File: src/rtl/fetch_unit.sv
// -----------------------------------------------------------------------------
// fetch_unit
//
// Instruction fetch stage of the RV32I core. Holds the program counter, issues
// one word-aligned request at a time to instruction memory, buffers the
// returned word and presents it (with its PC and pre-sliced decode fields) to
// the control decoder. Redirects from execute squash in-flight work.
//
// Ports
//   clk, rst                      core clock, synchronous active-high reset
//   imem_req_valid/ready/addr     request channel to instruction memory
//   imem_rsp_valid/data           response channel (valid only, no ready)
//   redirect_valid/pc             one-cycle branch/jump redirect from execute
//   instr_valid/ready             handshake to decode
//   instr, instr_pc               buffered instruction word and its PC
//   opcode, funct3, funct7        slices of instr
//   fetch_fault                   sticky misaligned-redirect flag
// -----------------------------------------------------------------------------
module fetch_unit #(
    parameter logic [31:0] RESET_PC = 32'h0000_0000
) (
    input  logic        clk,
    input  logic        rst,

    output logic        imem_req_valid,
    input  logic        imem_req_ready,
    output logic [31:0] imem_req_addr,

    input  logic        imem_rsp_valid,
    input  logic [31:0] imem_rsp_data,

    input  logic        redirect_valid,
    input  logic [31:0] redirect_pc,

    output logic        instr_valid,
    input  logic        instr_ready,
    output logic [31:0] instr,
    output logic [31:0] instr_pc,
    output logic [6:0]  opcode,
    output logic [2:0]  funct3,
    output logic [6:0]  funct7,

    output logic        fetch_fault
);

    typedef enum logic [2:0] {
        StIdle,
        StReq,
        StWait,
        StHold,
        StFault
    } state_e;

    state_e      state_q;
    logic [31:0] pc_q;
    logic [31:0] instr_q;
    logic [31:0] instr_pc_q;
    logic        squash_q;
    logic        fetch_fault_q;

    logic        req_fire;
    logic        redirect_misaligned;

    assign req_fire            = (state_q == StReq) && imem_req_ready;
    assign redirect_misaligned = redirect_pc[1:0] != 2'b00;

    always_ff @(posedge clk) begin
        if (rst) begin
            state_q       <= StIdle;
            pc_q          <= RESET_PC;
            instr_q       <= 32'h0;
            instr_pc_q    <= 32'h0;
            squash_q      <= 1'b0;
            fetch_fault_q <= 1'b0;
        end else if (state_q == StFault) begin
            // Terminal until reset; swallow the response of any request that
            // was still outstanding when the fault was taken.
            if (imem_rsp_valid) begin
                squash_q <= 1'b0;
            end
        end else if (redirect_valid && redirect_misaligned) begin
            fetch_fault_q <= 1'b1;
            state_q       <= StFault;
            squash_q      <= req_fire || ((state_q == StWait) && !imem_rsp_valid);
        end else if (redirect_valid) begin
            pc_q <= redirect_pc;
            case (state_q)
                StReq: begin
                    // An accepted request carries the old pc: mark it stale.
                    if (imem_req_ready) begin
                        state_q  <= StWait;
                        squash_q <= 1'b1;
                    end
                end
                StWait: begin
                    if (imem_rsp_valid) begin
                        state_q  <= StReq;
                        squash_q <= 1'b0;
                    end else begin
                        squash_q <= 1'b1;
                    end
                end
                default: begin
                    // IDLE and HOLD: restart fetching at the new pc.
                    state_q <= StReq;
                end
            endcase
        end else begin
            case (state_q)
                StIdle: begin
                    state_q <= StReq;
                end
                StReq: begin
                    if (imem_req_ready) begin
                        state_q <= StWait;
                    end
                end
                StWait: begin
                    if (imem_rsp_valid) begin
                        if (squash_q) begin
                            squash_q <= 1'b0;
                            state_q  <= StReq;
                        end else begin
                            instr_q    <= imem_rsp_data;
                            instr_pc_q <= pc_q;
                            state_q    <= StHold;
                        end
                    end
                end
                StHold: begin
                    if (instr_ready) begin
                        pc_q    <= pc_q + 32'd4;
                        state_q <= StReq;
                    end
                end
                default: begin
                    state_q <= StIdle;
                end
            endcase
        end
    end

    // Outputs decode from registered state only.
    assign imem_req_valid = (state_q == StReq);
    assign imem_req_addr  = pc_q;
    assign instr_valid    = (state_q == StHold);
    assign instr          = instr_q;
    assign instr_pc       = instr_pc_q;
    assign opcode         = instr_q[6:0];
    assign funct3         = instr_q[14:12];
    assign funct7         = instr_q[31:25];
    assign fetch_fault    = fetch_fault_q;

endmodule

File: config.mk
export PLATFORM = sky130hd
export DESIGN_NAME = fetch_unit
export DESIGN_NICKNAME = d
export VERILOG_FILES = /design/src/rtl/fetch_unit.sv
export SDC_FILE = /design/constraint.sdc
export NUM_CORES = 1
export LEC_CHECK = 0
export ABC_AREA = 1
export BUFFER_PORTS_ARGS = -buffer_cell sky130_fd_sc_hd__buf_4
export CAP_MARGIN = 25
export CELL_PAD_IN_SITES_DETAIL_PLACEMENT = 0
export CELL_PAD_IN_SITES_GLOBAL_PLACEMENT = 1
export CORE_MARGIN = 5
export CORE_UTILIZATION = 30
export CTS_CLUSTER_SIZE = 8
export DETAILED_ROUTE_END_ITERATION = 6
export PLACE_DENSITY = 0.78
export REMOVE_ABC_BUFFERS = 1
export SYNTH_ARGS = -nofsm -noshare
export SYNTH_HDL_FRONTEND = slang
export SYNTH_SLANG_ARGS = --single-unit
File: constraint.sdc
create_clock -name clk -period 1.7 [get_ports clk]
set_clock_uncertainty 0.15 [all_clocks]
set_input_delay 0.34 -clock clk [delete_from_list [all_inputs] [get_ports clk]]
set_output_delay 0.34 -clock clk [all_outputs]
set_load 0.05 [all_outputs]
==> metrics.md <==
| Metric | Value |
|---|---|
| Die area | about 19000 sq um |
| Row count | 46 |
| Worst Path Max Fanout | 5 |
| Gate power share | ~14% |
| Hold Fails Final Rpt | 0 |
| Vias in the first global route | 4879 |
| Main area contributors after synthesis | dfxtp_1, nor2_1, nand2_1, o21ai_0, a21oi_1 |
| Total GRT Usage | between 10% and 20% |
| Htree depth | 3 |
| WS Path Type | flop to flop |
| Initial antenna violation count | 0 |
| Post-Syn Area | about 4800 sq um |
| I/O Buffers | 185 |
| Wire per inst | 14.6 um |
| Clk sinks | around 100 |
| Sequential share of power | roughly 44% |
| Vias/cell | about 4.5 |
| P_leak | between 3 and 4 nW |
| Hold buffers post-CTS | 0 |
| Crit share post-route | a little over nine tenths |
| Layout area overhead | 50.9% |
| Setup-failing EPs final | 0 |
| WHS | 0.0742 ns |
| Setup crit end kind | flop |
| Data required, critical path | roughly 1.8 ns |
| Largest net degree at the start of global routing | 52 |
| Internal | approximately 4.1 mW |
| Yosys top cell by area | dfxtp_1 |
| Clock buffer depth | 2 |
| Maximum Capacitance Violations | 0 |
| Initial Utilization | a little under a third |
| Final net count | around 1000 |
| Pre-antenna DRT Iters | 5 |
| Unique masters post-synth | 33 |
| Max_slew headroom | between 70% and 80% |
| RSZ-0062 raised after global routing | yes |
| Reg area | about 2000 sq um |
| First-pass GRT wire length | around 25 mm |
| WP data arrival | approximately 1.8 ns |
| Switching part of the total power | 26.7% |
| I/O pins | around 190 |
| Drt first-iter violations | 229 |
| Die span in x | 137 um |
| Clock root buffer | clkbuf_16 |
| Maximum vdd drop | between 0.4 and 0.5 mV |
| Most frequent cells in the layout | buf_4, nor2_1, nand2_1 |
| Clock share of power | between 40% and 50% |
| Fill cell count | ~1700 |
| Cell Pwr Density | 773 nW/um^2 |
| Num CTS Buffers | 9 |
| Clk Latency, worst-skew pair | between 0.3 and 0.4 ns |
| CP Launch Type | flop |
| Die Y-Extent | between 100 and 150 um |
| Post-synthesis sequential area ratio | a little over two fifths |
| Pins Over Slew Limit | 0 |
| Yosys reg bits | 101 |
| Worst Hold Class | input port to flop |
| Fin crit period | around 1.6 ns |
| Most common cell after layout, fill and taps aside | buf_4 |
| Final ANT Viol Nets | 0 |
| Remaining routing DRC violations | 0 |
| Share of post-route cells with drive strength above 1 | between 30% and 40% |
| Gate Count Post-Synth | approximately 730 |
| Psw | between 1.5 and 2 mW |
| Multi-input logic area | 2420 sq um |
| Synthesis Warnings | 0 |
| Finished Cell Area | 7280 sq um |
| Dpl hpwl | between 10 and 15 mm |
| Outcome | complete, no violations |
| Tightest Pin Transition | 0.350 ns |
| RD Place Congestion | between 0.8 and 0.9 |
| Ant. Diodes | 0 |
| Placed Instance Area | roughly 6600 sq um |
| CTS tree | done |
| Vias | around 5200 |
| Drt total wl | roughly 17 mm |
| Yosys top cell area share | a little over two fifths |
| FMAX | 616 MHz |
| Clk pin slew, worst setup/hold paths | 0.07 ns |
| Post-Syn Area per Cell | about 6.7 sq um |
| Total grt overflow | 0 |
| Core ar. | roughly 16000 sq um |
## path summary, 6_finish.rpt
kind	start	to	slack, ns	depth (start not counted)
max	imem_req_addr[3]	imem_req_addr[20]	0.08	12
max reg2reg	imem_req_addr[3]	imem_req_addr[20]	0.08	12
min reg2reg	imem_req_addr[1]	imem_req_addr[1]	0.33	2
min	imem_rsp_data[4]	instr[4]	0.07	3
## area by class of cell
class,count,area share (%)
sequential,101,28.1
clock inverter,5,1.13
inverter,48,2.68
clock buffer,11,3.47
multi-input combinational,523,33.2
tap,216,3.71
timing repair buffer,244,27.7
## stage by stage
stage,TNS [ns],setup slack (ns),power (mW),std cells,util (%)
final,0,0.0763,5.63,1148,46.0
after global placement,0,0.00101,3.32,1123,41.8
after detailed placement,-0.261,-0.0649,3.32,1123,41.8
after CTS,0,0.00413,5.69,1139,44.0
after floorplan,-30.47,-0.486,2.92,672,-
after global routing,-0.366,-0.0618,5.86,1148,46.0
## power groups by stage
stage	Sequential, mW	Combinational, mW	Clock, mW
after CTS	2.47	0.796	2.42
after detailed placement	2.53	0.793	0
after global routing	2.49	0.888	2.48
final	2.48	0.813	2.34
after global placement	2.53	0.794	0
after floorplan	2.68	0.243	0
## worst max-delay path: stages (launching register included)
cell	delay [ns]
dfxtp_2	0.37
ha_4	0.16
nand2_4	0.06
nor2_4	0.16
nand2_2	0.08
nor2_2	0.11
buf_6	0.12
nand2_1	0.05
nand2_1	0.05
nand2_1	0.04
nand2_1	0.05
nand2_1	0.04
a21oi_1	0.12
## metal layers
metal  routed length, um  vias to the layer above  part of all wire, %  track usage [%]
met1                7730                     2333                   46             22.8
met3                1190                       13                  7.1             3.64
met4                 225                        0                  1.3             5.38
li1                    -                     2718                    -                -
met5                   0                        -                    0                0
met2                7670                      152                   46             27.6
## sequential cells by signal, summed over array words and instances, names as in the netlist
signal / flops
instr: 32
imem_req_addr: 32
instr_pc: 32
fetch_fault: 1
state_q: 3
squash_q: 1
## repair_timing
item / in CTS / in global routing
gates cloned: 0 / 3
gates resized for setup: 3 / 78
setup endpoints to repair: 10 / 91
hold endpoints to repair: 0 / 0
pin swaps: 1 / 12
setup buffers: 0 / 6
## Yosys cell counts (all sizes together)
cell and n:
and2 2, o211ai 2, nor2 168, nand3b 1, o31ai 3, o21ai 87, o22ai 4, nor3 1
a211oi 1, a32o 1, clkbuf 18, buf 35, inv 48, o21a 1, nand4 1, ha 1
a21oi 57, dfxtp 101, a31oi 1, nand3 37, nand2 153, or2 1, o211a 1
## kinds of logic (layout without fill, tap and decap cells)
logic type	after synthesis	count (layout)	share of synthesized area, %
adders and majority gates	1	1	0.259
AOI/OAI and AO/OA	158	158	17.2
DFF	101	101	41.9
and+or+nand+nor	364	364	30.4
buffers and inverters	101	308	10.3
Note: power is estimated with default switching activity, not from simulation.
